==> src/rtl/muldiv_unit_pkg.sv <==
// Shared RV32M opcode constants and operand-signedness decode for the
// multiply/divide unit.
package muldiv_unit_pkg;

  localparam logic [6:0] OPC_ARI_RTYPE = 7'b0110011;
  localparam logic [6:0] FN7_MULDIV    = 7'b0000001;

  localparam logic [2:0] FNC_MUL    = 3'd0;
  localparam logic [2:0] FNC_MULH   = 3'd1;
  localparam logic [2:0] FNC_MULHSU = 3'd2;
  localparam logic [2:0] FNC_MULHU  = 3'd3;
  localparam logic [2:0] FNC_DIV    = 3'd4;
  localparam logic [2:0] FNC_DIVU   = 3'd5;
  localparam logic [2:0] FNC_REM    = 3'd6;
  localparam logic [2:0] FNC_REMU   = 3'd7;

  function automatic logic op_signed_a(input logic [2:0] f3);
    return (f3 == FNC_MULH) || (f3 == FNC_MULHSU) || (f3 == FNC_DIV) || (f3 == FNC_REM);
  endfunction

  function automatic logic op_signed_b(input logic [2:0] f3);
    return (f3 == FNC_MULH) || (f3 == FNC_DIV) || (f3 == FNC_REM);
  endfunction

endpackage

==> src/rtl/muldiv_unit_if.sv <==
// Request/response handshake bundle between the execute stage and muldiv_unit.
interface muldiv_unit_if #(parameter int XLEN = 32);
  logic            flush;
  logic            in_valid;
  logic            in_ready;
  logic [2:0]      funct3;
  logic [XLEN-1:0] a;
  logic [XLEN-1:0] b;
  logic            out_valid;
  logic            out_ready;
  logic [XLEN-1:0] result;
  logic            busy;

  modport master (
    output flush, in_valid, funct3, a, b, out_ready,
    input  in_ready, out_valid, result, busy
  );

  modport slave (
    input  flush, in_valid, funct3, a, b, out_ready,
    output in_ready, out_valid, result, busy
  );
endinterface

==> src/rtl/muldiv_unit_step.sv <==
// One iteration of the shared accumulator: shift-add multiply or
// restoring divide, both operating on unsigned magnitudes.
module muldiv_step #(
  parameter int XLEN = 32
) (
  input  logic              i_is_div,
  input  logic [2*XLEN-1:0] i_acc,
  input  logic [XLEN-1:0]   i_operand,
  output logic [2*XLEN-1:0] o_acc
);
  logic [XLEN:0] w_sum;
  logic [XLEN:0] w_rem_sh;
  logic [XLEN:0] w_diff;

  assign w_sum    = {1'b0, i_acc[2*XLEN-1:XLEN]} + {1'b0, i_operand};
  assign w_rem_sh = i_acc[2*XLEN-1:XLEN-1];
  assign w_diff   = w_rem_sh - {1'b0, i_operand};

  // Divide keeps {remainder, dividend/quotient}; multiply keeps {partial, multiplier}.
  always_comb begin
    o_acc = {1'b0, i_acc[2*XLEN-1:1]};
    if (i_is_div) begin
      if (!w_diff[XLEN]) o_acc = {w_diff[XLEN-1:0], i_acc[XLEN-2:0], 1'b1};
      else               o_acc = {w_rem_sh[XLEN-1:0], i_acc[XLEN-2:0], 1'b0};
    end else if (i_acc[0]) begin
      o_acc = {w_sum, i_acc[XLEN-1:1]};
    end
  end
endmodule

==> src/rtl/muldiv_unit.sv <==
// Iterative RV32M multiply/divide unit: accepts one op, iterates XLEN
// cycles, sign-fixes, then holds the result until the consumer takes it.
module muldiv_unit #(
  parameter int XLEN = 32
) (
  input  logic        clk,
  input  logic        reset,
  muldiv_unit_if.slave bus
);
  import muldiv_unit_pkg::*;

  localparam int CW = $clog2(XLEN) + 1;
  localparam logic [XLEN-1:0] SMIN = {1'b1, {(XLEN-1){1'b0}}};

  typedef enum logic [1:0] {S_IDLE, S_RUN, S_FIXUP, S_DONE} state_e;

  state_e            r_state, w_state_next;
  logic [2:0]        r_op;
  logic              r_neg_a, r_neg_b;
  logic [XLEN-1:0]   r_mag_b;
  logic [2*XLEN-1:0] r_acc;
  logic [CW-1:0]     r_cnt;
  logic [XLEN-1:0]   r_result;

  logic              w_accept, w_neg_a, w_neg_b, w_div_zero, w_div_ovf, w_fast, w_last;
  logic [XLEN-1:0]   w_mag_a, w_mag_b, w_fast_result, w_quot, w_rem, w_fix_result;
  logic [2*XLEN-1:0] w_step_acc, w_prod;

  assign w_accept   = (r_state == S_IDLE) && bus.in_valid && !bus.flush;
  assign w_neg_a    = bus.a[XLEN-1] && op_signed_a(bus.funct3);
  assign w_neg_b    = bus.b[XLEN-1] && op_signed_b(bus.funct3);
  assign w_mag_a    = w_neg_a ? -bus.a : bus.a;
  assign w_mag_b    = w_neg_b ? -bus.b : bus.b;
  assign w_div_zero = bus.funct3[2] && (bus.b == '0);
  assign w_div_ovf  = ((bus.funct3 == FNC_DIV) || (bus.funct3 == FNC_REM)) &&
                      (bus.a == SMIN) && (bus.b == '1);
  assign w_fast     = w_div_zero || w_div_ovf;
  assign w_last     = (r_cnt == CW'(XLEN - 1));

  // funct3[1] separates REM/REMU from DIV/DIVU among the divide ops.
  always_comb begin
    w_fast_result = '0;
    if (w_div_zero)     w_fast_result = bus.funct3[1] ? bus.a : '1;
    else if (w_div_ovf) w_fast_result = bus.funct3[1] ? '0 : bus.a;
  end

  muldiv_step #(.XLEN(XLEN)) u_step (
    .i_is_div  (r_op[2]),
    .i_acc     (r_acc),
    .i_operand (r_mag_b),
    .o_acc     (w_step_acc)
  );

  assign w_prod = (r_neg_a ^ r_neg_b) ? -r_acc : r_acc;
  assign w_quot = (r_neg_a ^ r_neg_b) ? -r_acc[XLEN-1:0] : r_acc[XLEN-1:0];
  assign w_rem  = r_neg_a ? -r_acc[2*XLEN-1:XLEN] : r_acc[2*XLEN-1:XLEN];

  always_comb begin
    case (r_op)
      FNC_MUL:                       w_fix_result = w_prod[XLEN-1:0];
      FNC_MULH, FNC_MULHSU, FNC_MULHU: w_fix_result = w_prod[2*XLEN-1:XLEN];
      FNC_DIV, FNC_DIVU:             w_fix_result = w_quot;
      default:                       w_fix_result = w_rem;
    endcase
  end

  always_ff @(posedge clk) begin
    if (reset) r_state <= S_IDLE;
    else       r_state <= w_state_next;
  end

  always_comb begin
    w_state_next = r_state;
    if (bus.flush) begin
      w_state_next = S_IDLE;
    end else begin
      case (r_state)
        S_IDLE:  if (w_accept) w_state_next = w_fast ? S_DONE : S_RUN;
        S_RUN:   if (w_last) w_state_next = S_FIXUP;
        S_FIXUP: w_state_next = S_DONE;
        S_DONE:  if (bus.out_ready) w_state_next = S_IDLE;
        default: w_state_next = S_IDLE;
      endcase
    end
  end

  always_comb begin
    bus.in_ready  = (r_state == S_IDLE);
    bus.busy      = (r_state != S_IDLE);
    bus.out_valid = (r_state == S_DONE);
    bus.result    = r_result;
  end

  always_ff @(posedge clk) begin
    if (reset) begin
      r_op     <= '0;
      r_neg_a  <= 1'b0;
      r_neg_b  <= 1'b0;
      r_mag_b  <= '0;
      r_acc    <= '0;
      r_cnt    <= '0;
      r_result <= '0;
    end else begin
      if (w_accept) begin
        r_op    <= bus.funct3;
        r_neg_a <= w_neg_a;
        r_neg_b <= w_neg_b;
        r_mag_b <= w_mag_b;
        r_acc   <= {{XLEN{1'b0}}, w_mag_a};
        r_cnt   <= '0;
        if (w_fast) r_result <= w_fast_result;
      end
      if (r_state == S_RUN) begin
        r_acc <= w_step_acc;
        r_cnt <= r_cnt + CW'(1);
      end
      if (r_state == S_FIXUP && !bus.flush) r_result <= w_fix_result;
    end
  end
endmodule

==> src/flat_wrapper.sv <==
// flat-port wrapper written by rule: the top's interface ports become plain ports
module muldiv_unit_flat import muldiv_unit_pkg::*;
#(
  parameter int XLEN = 32
)
  (clk, reset, bus_flush, bus_in_valid, bus_funct3, bus_a, bus_b, bus_out_ready, bus_in_ready, bus_out_valid, bus_result, bus_busy);
  muldiv_unit_if #(.XLEN(XLEN)) bus_i ();
  input  logic clk;
  input  logic reset;
  input wire logic [$bits(bus_i.flush)-1:0] bus_flush;
  input wire logic [$bits(bus_i.in_valid)-1:0] bus_in_valid;
  input wire logic [$bits(bus_i.funct3)-1:0] bus_funct3;
  input wire logic [$bits(bus_i.a)-1:0] bus_a;
  input wire logic [$bits(bus_i.b)-1:0] bus_b;
  input wire logic [$bits(bus_i.out_ready)-1:0] bus_out_ready;
  output wire logic [$bits(bus_i.in_ready)-1:0] bus_in_ready;
  output wire logic [$bits(bus_i.out_valid)-1:0] bus_out_valid;
  output wire logic [$bits(bus_i.result)-1:0] bus_result;
  output wire logic [$bits(bus_i.busy)-1:0] bus_busy;
  assign bus_i.flush = bus_flush;
  assign bus_i.in_valid = bus_in_valid;
  assign bus_i.funct3 = bus_funct3;
  assign bus_i.a = bus_a;
  assign bus_i.b = bus_b;
  assign bus_i.out_ready = bus_out_ready;
  assign bus_in_ready = bus_i.in_ready;
  assign bus_out_valid = bus_i.out_valid;
  assign bus_result = bus_i.result;
  assign bus_busy = bus_i.busy;
  muldiv_unit #(.XLEN(XLEN)) u_core (.clk(clk), .reset(reset), .bus(bus_i));
endmodule
==> config.mk <==
export PLATFORM = sky130hd
export DESIGN_NAME = muldiv_unit_flat
export DESIGN_NICKNAME = d
export VERILOG_FILES = /design/src/rtl/muldiv_unit_pkg.sv /design/src/rtl/muldiv_unit_if.sv /design/src/rtl/muldiv_unit_step.sv /design/src/rtl/muldiv_unit.sv /design/src/flat_wrapper.sv
export SDC_FILE = /design/constraint.sdc
export NUM_CORES = 1
export LEC_CHECK = 0
export BUFFER_PORTS_ARGS = -buffer_cell sky130_fd_sc_hd__buf_4
export CORE_MARGIN = 4
export CORE_UTILIZATION = 28
export CTS_BUF_LIST = sky130_fd_sc_hd__clkbuf_4
export DETAILED_ROUTE_END_ITERATION = 10
export HOLD_SLACK_MARGIN = 0.08
export SKIP_LAST_GASP = 1
export SYNTH_ARGS = -nofsm -noshare
export SYNTH_HDL_FRONTEND = slang
export SYNTH_SLANG_ARGS = --single-unit
==> constraint.sdc <==
create_clock -name clk -period 6.8 [get_ports clk]
set_input_delay 1.36 -clock clk [delete_from_list [all_inputs] [get_ports clk]]
set_output_delay 1.36 -clock clk [all_outputs]
set_load 0.02 [all_outputs]
== Word-level counts from Yosys, hierarchy flattened ==
Cells that the tools add are included.

* Register bits after elaboration: 141
* Output and inout port bits: 35
* Logic and storage cells: 88
* Bits of input ports: 72

* Muxes and demuxes: 25
* Bitwise gates (word level): 1
* Equal/unequal tests: 18
* Add/subtract/negate cells: 8
* Reductions and logical operators: 28

{| class="wikitable"
|+ Operators by type and width
! kind !! count
|-
| 2-to-1 mux 64 bit || 6
|-
| 2-to-1 mux 32 bit || 11
|-
| negation 32 bit || 4
|-
| case mux 32 bit (3 select lines) || 1
|-
| == test 32 bit, second input constant || 2
|-
| negation 64 bit || 1
|-
| adder 32 x 32 -> 33 bit || 1
|-
| subtractor 33 x 32 -> 33 bit || 1
|-
| zero test 32 bit || 1
|-
| == test 3 bit, second input constant || 4
|-
| 2-to-1 mux 6 bit || 2
|-
| == test 3 x 2 -> 1 bit, second input constant || 3
|-
| logical AND 1 bit || 8
|-
| 2-to-1 mux 2 bit || 4
|-
| case mux 2 bit (4 select lines) || 1
|-
| nonzero test 2 bit || 4
|-
| logical OR 1 bit || 7
|-
| adder 6 x 1 -> 6 bit, second input constant || 1
|-
| == test 3 x 1 -> 1 bit, second input constant || 2
|-
| == test 6 x 5 -> 1 bit, second input constant || 1
|-
| == test 2 bit, second input constant || 2
|-
| inequality test 2 x 1 -> 1 bit, second input constant || 2
|-
| OR reduction 2 bit || 2
|-
| zero test 3 bit || 1
|-
| other kinds (8) || 8
|}

== Logic depth before layout (Yosys ltp) ==
* Depth in word-level cells: 9
* Depth in mapped cells: 14

== Hierarchy ==
A second synthesis with hierarchy kept.

* Cells, all modules: 2,122
* Area, all modules: 15,180.8 µm²

{| class="wikitable"
|+ By module, submodules not included
! module !! cells each !! times used !! area an instance (µm²) !! sequential area each (µm²)
|-
| muldiv_unit || 1,432 || 1 || 10,460.0 || 2,822.7
|-
| muldiv_step || 690 || 1 || 4,720.8 || 0.0
|}

== Worst setup path before layout ==
OpenSTA, ideal clock, no wires.

* Kind: input-to-reg
* From: in bus_a[21]
* To: reg u_core.r_result[31] (netlist: u_core.bus.result[31])
* Arrival: 3,686 ps
* Setup slack: 3,039 ps
* Stages on the path: 10
* Path buffers: 1
* Setup time: 74 ps
* Cell sequence: or3_1 -> or3_1 -> or4_1 -> nor4_4 -> a21oi_2 -> nand2b_4 -> nor2_1 -> buf_4 -> o21ai_0 -> a31oi_1

* Longest elaborated chain between the ends: 8
* Elaborated cells between the ends (all ways): 11
* Those cells by class: 1 x eq/ne; 5 x mux; 5 x reduce/logical

{| class="wikitable"
|+ RTL lines
! what !! RTL line !! text
|-
| start, declared || flat_wrapper.sv:13 || <nowiki>input wire logic [$bits(bus_i.a)-1:0] bus_a;</nowiki>
|-
| == test 32 bit (*) || muldiv_unit.sv:36 || <nowiki>(bus.a == SMIN) && (bus.b == '1);</nowiki>
|-
| logical AND 1 bit (*) || muldiv_unit.sv:35 || <nowiki>assign w_div_ovf = ((bus.funct3 == FNC_DIV) || (bus.funct3 == FNC_REM)) &&</nowiki>
|-
| logical AND 1 bit (*) || muldiv_unit.sv:36 ||
|-
| 2-to-1 mux 32 bit || muldiv_unit.sv:44 || <nowiki>else if (w_div_ovf) w_fast_result = bus.funct3[1] ? '0 : bus.a;</nowiki>
|-
| 2-to-1 mux 32 bit || muldiv_unit.sv:43 || <nowiki>if (w_div_zero) w_fast_result = bus.funct3[1] ? bus.a : '1;</nowiki>
|-
| 2-to-1 mux 32 bit || muldiv_unit.sv:111 || <nowiki>if (w_fast) r_result <= w_fast_result;</nowiki>
|-
| 2-to-1 mux 32 bit || muldiv_unit.sv:104 || <nowiki>if (w_accept) begin</nowiki>
|-
| 2-to-1 mux 32 bit || muldiv_unit.sv:117 || <nowiki>if (r_state == S_FIXUP && !bus.flush) r_result <= w_fix_result;</nowiki>
|-
| end signal, assigned || muldiv_unit.sv:111 ||
|-
| end signal, assigned || muldiv_unit.sv:117 ||
|-
| end, declared || muldiv_unit.sv:23 || <nowiki>logic [XLEN-1:0] r_result;</nowiki>
|}

Every way passes the cells marked *; elsewhere a longest branch is shown, timed or not. The select of a mux whose other input is x is not followed.
A chain may end at the register's enable or synchronous reset.

== Worst setup path after layout ==
* From: in bus_b[6]
* To: reg u_core.r_result[0] (netlist: u_core.bus.result[0])

* Longest elaborated chain between the ends: 7
* Elaborated cells between the ends (all ways): 12
* Those cells by class: 1 x eq/ne; 5 x mux; 6 x reduce/logical

{| class="wikitable"
|+ RTL lines
! what !! RTL line !! text
|-
| start, declared || flat_wrapper.sv:14 || <nowiki>input wire logic [$bits(bus_i.b)-1:0] bus_b;</nowiki>
|-
| == test 32 bit || muldiv_unit.sv:36 ||
|-
| logical AND 1 bit || muldiv_unit.sv:36 ||
|-
| 2-to-1 mux 32 bit || muldiv_unit.sv:44 ||
|-
| 2-to-1 mux 32 bit || muldiv_unit.sv:43 ||
|-
| 2-to-1 mux 32 bit || muldiv_unit.sv:111 ||
|-
| 2-to-1 mux 32 bit || muldiv_unit.sv:104 ||
|-
| 2-to-1 mux 32 bit || muldiv_unit.sv:117 ||
|}

Parallel ways exist; a longest one is shown, timed or not. The select of a mux whose other input is x is not followed.

==> summary.txt <==
Clock network
  – CTS tree: done
  – Post-CTS Hold Fix Bufs: 0
  – CTS root buffer: clkbuf_4
  – Total CTS buffers: 17
  – Post-CTS Resized: 0
  – Worst skew pair latency: 0.65 ns
  – CTS Buffer Depth: 2
  – Post-CTS Setup Bufs: 0
  – Number of H-tree levels: 4
  – Clk sinks: 141
  – Worst-path clk slew: 0.15 ns

Cells and area
  – Final #Nets: 2091
  – Area growth from synthesis to layout: 11.0%
  – Post-route cell area: 15700 um2
  – Share of layout cells above drive strength 1: 10.2%
  – Fill cells: 5484

Timing
  – Clock Skew: 0.0286 ns
  – Setup violators final: 0
  – Worst Tran Pin Value: 1.16 ns
  – Final min period: 4.36 ns
  – Hold_ws: 0.495 ns
  – Max-slew violation count: 0
  – Max Fclk: 0.229 GHz
  – RSZ-0062 raised after global routing: false
  – Final hold vios: 0
  – Setup TNS: 0 ns
  – Slew headroom: 22.5%
  – Final period util: 64.1%

Worst setup path
  – Setup CP Type: in -> reg
  – Critical Path Slowest Stage Cell: and2_1
  – CP max stage delay: 0.93 ns
  – WP data required: 7.36 ns
  – Worst-path fanout max: 32
  – CP endpoint kind: register
  – Worst EP arrival: 4.92 ns
  – Setup crit start kind: primary input
  – Crit path cell chain: buf_4 -> or4_1 -> or3_1 -> nor4_1 -> and3_1 -> and2_1 -> nor2_1 -> nor3_1 -> a21oi_1 -> a221oi_1
  – Crit path max-delay family: simple AND/OR/NAND/NOR gates
  – Worst path buffer plus inverter count: 1

Logic synthesis
  – Ys flop type: dfxtp_1
  – Seq cells post-synth: 141
  – Syn avg cell area: 7.28 um2
  – Yosys warns: 0
  – Asr flop ratio synth: 0%
  – Yosys cell types: 79
  – Cell Area, Synth: 14100 um2
  – Post-synth EDFFs: 0
  – Synthesized netlist cell count: 1941
  – Seq/Total Area, Yosys: 20.0%
  – Net Count, Synth: 2089

Power and ir drop
  – Leak: 5.80 nW
  – PwrDens: 148 nW/um2
  – Worst vdd rail ir drop: 0.0929 mV

Detailed routing
  – Iter 0 DRT Violations: 1245
  – DR vias/cell: 5.71
  – Detailed Route WL: 51700 um
  – Via count: 15000
  – Final ANT Viol Nets: 0
  – Pre-antenna DRT Iters: 6
  – WL per Instance: 19.6 um
  – # DRC: 0

Global routing
  – Initial antenna violation count: 1
  – Grt met3 use: 3.35%
  – Global route hottest layer: met2
  – Largest net degree at the start of global routing: 87
  – GRT met1 Usage: 26.0%
  – GRT overflow: 0
  – Number of global-route vias before repair: 13900
  – Overall global routing resource usage: 18.6%
  – First-pass GRT wire length: 80700 um
  – Grt met2 use: 29.4%

Min path
  – Worst hold path class: reg -> reg

Placement
  – Buffers on Ports: 106
  – Routability cong.: 0.945
  – Placed cell area: 15400 um2
  – DP Wirelength: 38600 um

Floorplan
  – Die Wd: 233 um
  – Die ar.: 54100 um2
  – Initial core utilization: 28.2%
  – Core Footprint: 50100 um2
  – Top Ports: 107
  – Die H: 233 um
  – Row count: 82

Outcome
  – Status: completed

Job
  – Max Cap Viol: 0
[layer usage]
layer / up-vias / share of wire [%]
met5: - / 0
met4: 0 / 2.3
met3: 77 / 6.6
met2: 587 / 45
met1: 7156 / 46
li1: 7201 / -
[worst paths after layout]
check | from | endpoint | slack [ns] | cells after the start
max | bus_b[6] | u_core.bus.result[0] | 2.44 | 10
min | u_core.bus.result[30] | u_core.bus.result[30] | 0.49 | 2
max reg2reg | u_core.r_acc[45] | u_core.r_acc[41] | 2.48 | 10
min reg2reg | u_core.bus.result[30] | u_core.bus.result[30] | 0.49 | 2
[layout make-up]
type / instances / area [um2] / area share (%)
diodes: 1 / 2.50 / 0.0160
clock buffers: 17 / 128 / 0.814
clock inverters: 15 / 155 / 0.989
inverters: 70 / 263 / 1.68
multi-input cells: 1583 / 10500 / 66.9
flip-flops and latches: 141 / 2820 / 18.0
well taps: 672 / 841 / 5.36
repair buffers: 130 / 976 / 6.22
[where the power goes]
part	leakage [nW]	switching (W)	total, W	internal, W
clock network	0.147	0.000405	0.000600	0.000195
registers	1.15	0.0000653	0.000929	0.000864
logic	4.51	0.000481	0.000785	0.000303
total	5.80	0.000952	0.00231	0.00136
[through the flow]
stage / setup WS, ns / total power, W / util [%] / instances
finish: 2.44 / 0.00231 / 31.3 / 2629
global route: 2.14 / 0.00244 / 31.3 / 2629
CTS: 2.48 / 0.00231 / 31.3 / 2628
detailed placement: 1.79 / 0.00171 / 30.8 / 2596
global placement: 1.77 / 0.00170 / 30.8 / 2596
floorplan: 3.04 / 0.00148 / - / 1941
[Yosys cell counts, types with 51 or more instances]
cell | n | area share [%]
ha_1 | 74 | 6.6
mux2i_1 | 51 | 3.6
nand2_1 | 151 | 4.0
o21ai_0 | 119 | 4.2
dfxtp_1 | 141 | 20
xor2_1 | 91 | 5.6
clkbuf_1 | 131 | 3.5
xnor2_1 | 85 | 5.3
a211oi_1 | 112 | 6.0
nor2_1 | 164 | 4.4
inv_1 | 70 | 1.9
a21oi_1 | 179 | 6.3
[registers in the layout (all words and copies together) (netlist names)]
name               flops
u_core.r_acc          64
u_core.bus.result     32
u_core.r_mag_b        32
u_core.r_cnt           6
u_core.r_op            3
u_core.r_state         2
u_core.r_neg_a         1
u_core.r_neg_b         1
[kinds of logic (layout without fill, tap and decap cells)]
kind of cell,count (synthesis),count (layout),synth area share (%)
mux,54,54,3.85
simple gates,610,610,21.4
flops,141,141,20.0
xor+xnor,177,177,11.1
fa+ha+maj,76,76,6.84
compound gates,666,666,30.9
other cells,0,1,0
buf+inv,217,232,5.95
[worst register-to-register path, delay by kind of cell (launching register included)]
kind,cells,cell delay (ns)
AND/OR/NAND/NOR,2,0.63
flip-flops,1,0.79
multiplexers,1,0.24
adder cells (fa/ha/maj),1,0.37
AO/OA/AOI/OAI,5,1.35
XOR/XNOR,1,0.93
[placed cells by master, fill, tap and decap left out, types with 9 or more instances in the layout]
cell type / netlist / routed
a211oi_1: 112 / 112
a21o_1: 36 / 36
a21oi_1: 179 / 179
a221oi_1: 12 / 12
a311oi_1: 9 / 9
a31oi_1: 33 / 33
and2_1: 15 / 15
and3_1: 21 / 21
buf_4: 2 / 130
clkbuf_4: 0 / 17
dfxtp_1: 141 / 140
ha_1: 74 / 73
inv_1: 70 / 70
mux2i_1: 51 / 51
nand2_1: 151 / 151
nand2b_1: 26 / 26
nand3_1: 32 / 32
nand4_1: 20 / 20
nor2_1: 164 / 164
nor2b_1: 19 / 18
nor3_1: 47 / 46
nor4_1: 24 / 24
o211ai_1: 17 / 17
o21ai_0: 119 / 119
o221ai_1: 19 / 19
o22ai_1: 19 / 19
o31ai_1: 17 / 17
o41ai_1: 12 / 12
or2_2: 9 / 9
or3_1: 37 / 37
or4_1: 16 / 16
xnor2_1: 85 / 84
xor2_1: 91 / 91
Power figures use the tool's default switching activity.
